$ cat config.mk
export PLATFORM = sky130hd
export DESIGN_NAME = weight_serializer
export DESIGN_NICKNAME = d
export VERILOG_FILES = /design/src/rtl/weight_serializer.sv
export SDC_FILE = /design/constraint.sdc
export NUM_CORES = 1
export LEC_CHECK = 0
export BUFFER_PORTS_ARGS = -buffer_cell sky130_fd_sc_hd__buf_2
export CAP_MARGIN = 15
export CORE_AREA = 2 2 175 143
export DETAILED_ROUTE_END_ITERATION = 10
export DIE_AREA = 0 0 177 145
export PLACE_DENSITY = 0.65
export SLEW_MARGIN = 10
export SYNTH_ARGS = -nofsm -noshare
export SYNTH_HDL_FRONTEND = slang
export SYNTH_SLANG_ARGS = --single-unit
$ cat constraint.sdc
create_clock -name CLK -period 8.2 [get_ports CLK]
set_input_delay 0.82 -clock CLK [delete_from_list [all_inputs] [get_ports CLK]]
set_output_delay 0.82 -clock CLK [all_outputs]
set_load 0.02 [all_outputs]
$ cat src/rtl/weight_serializer.sv
// -----------------------------------------------------------------------------
// weight_serializer
//
// Accepts a block of five 40-bit weight rows (five 8-bit weights per row) in a
// single handshake. The block is then streamed out MSB-first as seven 32-bit
// words. The 200 row bits are followed by 24 zero pad bits in the last word.
// Back-to-back blocks run at one word per cycle: a new block may be accepted
// in the same cycle that the final word of the current block is taken.
//
// Only OUTPUT_WIDTH = 32 and BUFFER_WIDTH = 40 are supported, because the word
// packing slices are fixed.
//
// Parameters
//   OUTPUT_WIDTH     stream word width (32)
//   BUFFER_WIDTH     row width (40)
//   BLOCK_CNT_RESET  value BLOCK_CNT takes on reset. Leave it at 0 in normal
//                    use. Setting it to a different value lets the counter
//                    wrap be reached quickly.
//
// Ports
//   CLK                  single clock, all logic on the rising edge
//   RESET                synchronous, active-high reset
//   LOAD_VALID/READY     block handshake
//   LOAD_DATA_0..4       rows 0..4; weight 0 of each row is in bits [39:32]
//   TX_VALID/READY       output word handshake
//   TX_DATA              packed output word (0 while idle)
//   TX_LAST              high with the seventh word of a block
//   BLOCK_CNT            number of fully sent blocks, wraps 0xFFFF -> 0
// -----------------------------------------------------------------------------
module weight_serializer #(
  parameter int          OUTPUT_WIDTH    = 32,
  parameter int          BUFFER_WIDTH    = 40,
  parameter logic [15:0] BLOCK_CNT_RESET = 16'h0000
) (
  input  logic                    CLK,
  input  logic                    RESET,
  input  logic                    LOAD_VALID,
  output logic                    LOAD_READY,
  input  logic [BUFFER_WIDTH-1:0] LOAD_DATA_0,
  input  logic [BUFFER_WIDTH-1:0] LOAD_DATA_1,
  input  logic [BUFFER_WIDTH-1:0] LOAD_DATA_2,
  input  logic [BUFFER_WIDTH-1:0] LOAD_DATA_3,
  input  logic [BUFFER_WIDTH-1:0] LOAD_DATA_4,
  output logic                    TX_VALID,
  input  logic                    TX_READY,
  output logic [OUTPUT_WIDTH-1:0] TX_DATA,
  output logic                    TX_LAST,
  output logic [15:0]             BLOCK_CNT
);

  typedef enum logic [2:0] {
    IDLE,
    SEND_W0,
    SEND_W1,
    SEND_W2,
    SEND_W3,
    SEND_W4,
    SEND_W5,
    SEND_W6
  } state_t;

  state_t state, state_next;

  logic [BUFFER_WIDTH-1:0] row_q [5];
  logic                    load_hs;
  logic                    tx_hs;

  // LOAD_READY also opens during the last word, but only when that word is
  // being taken. This is what allows a gapless block-to-block hand-off.
  assign LOAD_READY = (state == IDLE) || ((state == SEND_W6) && TX_READY);
  assign load_hs    = LOAD_VALID && LOAD_READY;
  assign tx_hs      = TX_VALID && TX_READY;

  // ---------------------------------------------------------------------------
  // State register
  // ---------------------------------------------------------------------------
  // NOTE: sequential state is assigned with non-blocking (<=) so every
  // register samples the pre-edge values regardless of process order.
  always_ff @(posedge CLK) begin
    if (RESET) state <= IDLE;
    else       state <= state_next;
  end

  // ---------------------------------------------------------------------------
  // Next-state logic
  // ---------------------------------------------------------------------------
  always_comb begin
    // NOTE: the default assignment up front means every path assigns
    // state_next, so no latch can be inferred.
    state_next = state;
    unique case (state)
      IDLE:    if (load_hs) state_next = SEND_W0;
      SEND_W0: if (tx_hs)   state_next = SEND_W1;
      SEND_W1: if (tx_hs)   state_next = SEND_W2;
      SEND_W2: if (tx_hs)   state_next = SEND_W3;
      SEND_W3: if (tx_hs)   state_next = SEND_W4;
      SEND_W4: if (tx_hs)   state_next = SEND_W5;
      SEND_W5: if (tx_hs)   state_next = SEND_W6;
      SEND_W6: if (tx_hs)   state_next = load_hs ? SEND_W0 : IDLE;
      default:              state_next = IDLE;
    endcase
  end

  // ---------------------------------------------------------------------------
  // Outputs: driven only from registered state and registered rows, so there
  // is no path from LOAD_DATA to TX_DATA.
  // ---------------------------------------------------------------------------
  always_comb begin
    TX_VALID = (state != IDLE);
    TX_LAST  = (state == SEND_W6);
    TX_DATA  = '0;
    unique case (state)
      SEND_W0: TX_DATA = row_q[0][39:8];
      SEND_W1: TX_DATA = {row_q[0][7:0],  row_q[1][39:16]};
      SEND_W2: TX_DATA = {row_q[1][15:0], row_q[2][39:24]};
      SEND_W3: TX_DATA = {row_q[2][23:0], row_q[3][39:32]};
      SEND_W4: TX_DATA = row_q[3][31:0];
      SEND_W5: TX_DATA = row_q[4][39:8];
      SEND_W6: TX_DATA = {row_q[4][7:0],  24'h0};
      default: TX_DATA = '0;
    endcase
  end

  // ---------------------------------------------------------------------------
  // Row buffer: captured only on a load handshake.
  // ---------------------------------------------------------------------------
  // NOTE: the row buffer is cleared on reset so that the reset state is fully
  // defined. The buffer is only five registers, so clearing it is cheap, and
  // it keeps it out of RAM inference.
  always_ff @(posedge CLK) begin
    if (RESET) begin
      for (int i = 0; i < 5; i++) row_q[i] <= '0;
    end else if (load_hs) begin
      row_q[0] <= LOAD_DATA_0;
      row_q[1] <= LOAD_DATA_1;
      row_q[2] <= LOAD_DATA_2;
      row_q[3] <= LOAD_DATA_3;
      row_q[4] <= LOAD_DATA_4;
    end
  end

  // ---------------------------------------------------------------------------
  // Completed-block counter: increments when the final word is taken, and
  // wraps naturally at 16 bits.
  // ---------------------------------------------------------------------------
  always_ff @(posedge CLK) begin
    if (RESET)                          BLOCK_CNT <= BLOCK_CNT_RESET;
    else if (tx_hs && state == SEND_W6) BLOCK_CNT <= BLOCK_CNT + 16'd1;
  end

endmodule

### Word-level counts from Yosys, hierarchy flattened

Memory sizes are Yosys's and may differ from the RTL's.
Cells that the tools add are included.

* add/subtract/negate cells: 1
* $mul: 0
* divide/modulo/power cells: 0
* magnitude comparators: 0
* equal/unequal tests: 15
* shifts and indexed selects: 0
* muxes and demuxes: 21
* bitwise logic cells: 5
* reduce and logical (&&, ||, !) cells: 8

Operator list (count)
* $pmux 32 s7: 1
* $mux 40: 5
* $mux 3: 8
* $pmux 3 s8: 1
* $add 16x1->16 const B: 1
* $ne 2x2->1 const B: 7
* $eq 3x3->1 const B: 4
* $reduce_and 8->1: 1
* $eq 3x2->1 const B: 2
* $mux 1: 6
* $or 1x1->1: 5
* $logic_and 1x1->1: 4
* $eq 3x1->1 const B: 1
* $logic_not 3->1: 1
* $reduce_bool 3->1: 1
* $ne 2x1->1 const B: 1
* $logic_or 1x1->1: 1

* flip-flop bits (word level): 19
* bits in latches: 0
* bits in writable memories: 200
* bits in read-only memories: 0
* output and inout bits: 51
* word-level logic and storage cells: 53
* memories kept: 1

Memory list
* row_q: depth 5, width 40, rd ports 5, clocked after Yosys merged registers in 0, wr ports 5, line 64 `logic [BUFFER_WIDTH-1:0] row_q [5];`

### Depth between registers and ports, before layout

* depth in word-level cells: 8
* depth in mapped cells: 7
* gate-level depth less buffers: 5

### Worst setup path before layout

Ideal clock, no wire load.

* kind: input port to flip-flop
* from: input port RESET
* to: memory row_q[0][0] (enable)
* library setup time: 0.596 ns
* arrival: 5.899 ns
* data required time: 7.604 ns
* setup slack: 1.706 ns
* stages: 2
* path buffers: 1
* cell sequence: clkbuf_1 nand2b_1

RTL lines
* from (decl): line 36 `input logic RESET,`
* to (decl): line 64

### Worst setup path in the final report

* from: register state[0]
* to: output port TX_DATA[31]

* cells in the longest elaborated chain, start to end: 2

RTL lines
* from (decl): line 62 `state_t state, state_next;`
* from (signal assigned): line 81 `else state <= state_next;`
* $eq 3x3->1 (tied with other cells): line 112 `unique case (state)`
* $pmux 32 s7 *: line 112
* to (decl): line 46 `output logic [OUTPUT_WIDTH-1:0] TX_DATA,`

Every way passes the cells marked *; elsewhere a longest branch is shown, timed or not.

==> summary.md <==
| Metric | Value |
|---|---|
| DIE WIDTH | `177 um` |
| Clk sinks | `219` |
| Max IR drop VDD | `135 uV` |
| Worst hold path endpoint | `BLOCK_CNT[15]$_SDFFE_PP0P_` |
| Synthesized area | `9460 um^2` |
| Crit path max fanout | `29` |
| Post-DP HPWL | `14.9 mm` |
| GRT Total Usage | `17.6%` |
| Seq/Total Area, Yosys | `67.5%` |
| Asr flop ratio synth | `0%` |
| Final period utilization | `45.1%` |
| CTS max path bufs | `3` |
| Routed via count | `6334` |
| Finished Cell Area | `11600 um^2` |
| Setup Skew | `0.00843 ns` |
| Initial cell density of the core | `39.6%` |
| DR pass1 iterations | `4` |
| Hold-fix buffers, CTS | `0` |
| I/O pin cnt | `255` |
| Worst slack, placed | `4.72 ns` |
| Crit path capture type | `output port` |
| Simple-gate share of the synthesized area | `18.8%` |
| Max Freq | `270 MHz` |
| DR WL/cell | `18.0 um` |
| Hold_ws | `0.480 ns` |
| Status | `finished, final reports clean` |
| Share of layout cells above drive strength 1 | `32.0%` |
| Pwr Total | `2.54 mW` |
| Num CTS Buffers | `23` |
| Syn Area/Cell | `13.4 um^2` |
| Final Max Tran Viols | `0` |
| Vias per inst | `4.95` |
| Final setup fails | `0` |
| Yosys warns | `0` |
| Area fraction in compound gates after synthesis | `8.80%` |
| Root Driver | `clkbuf_16` |
| HP Start | `BLOCK_CNT[15]$_SDFFE_PP0P_` |
| Dpl cells | `1238` |
| Syn Nets | `910` |
| Setup TNS | `0 ns` |
| Worst skew pair latency | `0.50 ns` |
| Arrival @ worst endpoint | `2.88 ns` |
| Pwr/cell area | `218 nW/um^2` |
| Post-CTS sizing | `0` |
| Nets | `1150` |
| Comb power frac | `9.9%` |
| Util after Layout | `48.7%` |
| Post-synthesis xor/xnor area fraction | `1.02%` |
| RR Startpoint | `state[0]$_SDFFE_PP0P_` |
| R2R Setup Slk | `4.70 ns` |
| Worst Hold Depth | `2` |
| CTS tree | `yes` |
| Routability cong. | `0.757` |
| Sequential share of power | `54.1%` |
| Core area | `23900 um^2` |
| FF-to-FF End | `row_q[0][28]$_SDFFCE_PN0P_` |
| H-tree depth | `1` |
| Synth Flop Type | `edfxtp_1` |
| Post-Syn Instances | `705` |
| Tmin final | `3.70 ns` |
| Setup ws final | `4.50 ns` |
| Post-synthesis adder-cell area fraction | `0.132%` |
| Row Count | `51` |
| MaxCap Viol Count | `0` |
| RSZ-0062 raised after global routing | `no` |
| Area Growth Syn to Fin | `23.0%` |
| Die Span Y | `145 um` |
| Worst Hold Class | `flip-flop to flip-flop` |
| Drt drc | `0` |
| First-pass GRT wire length | `35.0 mm` |
| Multiplexer share of the synthesized area | `1.15%` |
| Synth cell types | `44` |
| Antenna Nets Post-Route | `0` |
| EDFF count, synth | `200` |
| Net switching power | `0.587 mW` |
| Clk pwr share | `36.0%` |
| CP Launch Point | `state[0]$_SDFFE_PP0P_` |
| Clock slew at reported path FFs | `0.06 ns` |
| Post-synth top area share | `63.5%` |
| Required time worst endpoint | `7.38 ns` |
| DP Area | `11000 um^2` |
| Internal | `1.95 mW` |
| Initial DRC Count | `471` |
| Yosys reg bits | `219` |
| Largest area contributor in the netlist | `edfxtp_1` |
| Slew of the pin with the lowest slew margin | `1.04 ns` |
| Largest net degree at the start of global routing | `116` |
| Reg2Reg Depth | `4` |
| Port bufs | `254` |
| Switch share | `23.1%` |
| Setup crit start kind | `flip-flop` |
| Vias in the first global route | `6166` |
| Hold Vio Cnt, Final | `0` |
| GR Overflow Total | `0` |
| Post-Layout Cell Count | `1279` |
| Routed wire length | `23.0 mm` |
| Setup Fix Bufs, Post-CTS | `0` |
| Worst slew margin | `30.9%` |
| Initial antenna violation count | `3` |
| Largest cells by area after synthesis | `edfxtp_1 63%, and2_1 13%, a22oi_1 6.9%` |
| Largest family of logic cells by synthesized area | `simple AND/OR/NAND/NOR gates` |
| Die ar. | `25700 um^2` |
| Crit path kind | `flip-flop to output port` |
| Leakage | `4.83 nW` |
## state kept, by name, summed over array words and instances (netlist names)
register,flops
row_q,200
BLOCK_CNT,16
state,3
## worst max-delay path, cell delays in order, from the launching register on
cell     delay (ns)
dfxtp_1        0.89
and3b_2        0.88
a22o_1         0.25
nor2_1         0.06
o21ai_1        0.10
buf_2          0.20
## worst max path at each step
stage | to | slack [ns] | depth (start not counted)
after floorplan | row_q[0][0]$_SDFFCE_PN0P_ | 1.71 | 2
after global placement | row_q[0][113]$_SDFFCE_PN0P_ | 4.83 | 5
after detailed placement | row_q[0][16]$_SDFFCE_PN0P_ | 4.72 | 4
after CTS | TX_DATA[31] | 4.45 | 5
after global routing | TX_DATA[0] | 4.30 | 4
final | TX_DATA[31] | 4.50 | 5
## per-layer routing
metal  GRT usage, %  vias up  share of wire (%)
met5              0        -              0.052
met4           3.76        2                1.9
met3           3.56       29                6.6
met2           27.5      231                 46
met1           25.3     2999                 46
li1               -     3073                  -
## cell usage after synthesis, drive strengths merged, types with 2 or more instances
cell type,number
and2,202
edfxtp,200
a22oi,87
buf,40
nand3,36
dfxtp,19
nor2,18
nand2,12
o21ai,10
clkbuf,9
mux2,7
xor2,7
a21oi,5
a221oi,5
nand4,5
inv,4
nor3,4
xnor2,4
and3,3
and4,3
mux2i,3
nor2b,3
a22o,2
and3b,2
o31ai,2
or3,2
or4,2
## logic make-up after synthesis
kind of cell	count (synthesis)
AOI/OAI and AO/OA	114
muxes	10
buffers and inverters	53
xor gates and xnor gates	11
and+or+nand+nor	297
adders and majority gates	1
DFF	219
## power by group through the flow
| stage | combinational, mW | clock (mW) | sequential (mW) |
|---|---|---|---|
| floorplan | 0.151 | 0 | 1.40 |
| CTS | 0.256 | 0.939 | 1.38 |
| global placement | 0.251 | 0 | 1.40 |
| detailed placement | 0.255 | 0 | 1.40 |
| finish | 0.252 | 0.915 | 1.37 |
| global route | 0.278 | 0.981 | 1.38 |
## cell type report
| cell class | count | area, um^2 |
|---|---|---|
| fillers | 2147 | 12300 |
| flip-flops and latches | 219 | 6390 |
| multi-input cells | 433 | 2850 |
| repair buffers | 264 | 1350 |
| clock buffers | 30 | 602 |
| well taps | 318 | 398 |
| clock inverters | 9 | 41.3 |
| inverters | 4 | 15.0 |
| diodes | 2 | 5.00 |
## layout by cell type, fill, tap and decap left out, types with 5 or more instances in the layout
cell,synthesis,routed
a21oi_1,5,5
a221oi_1,5,5
a22oi_1,87,87
and2_1,202,202
buf_2,37,254
buf_4,1,10
clkbuf_1,9,7
clkbuf_16,0,23
clkinv_2,0,6
dfxtp_1,19,19
edfxtp_1,200,200
mux2_2,5,5
nand2_1,11,11
nand3_1,36,36
nor2_1,18,17
o21ai_0,6,6
xor2_1,7,7
Power figures use the tool's default switching activity.
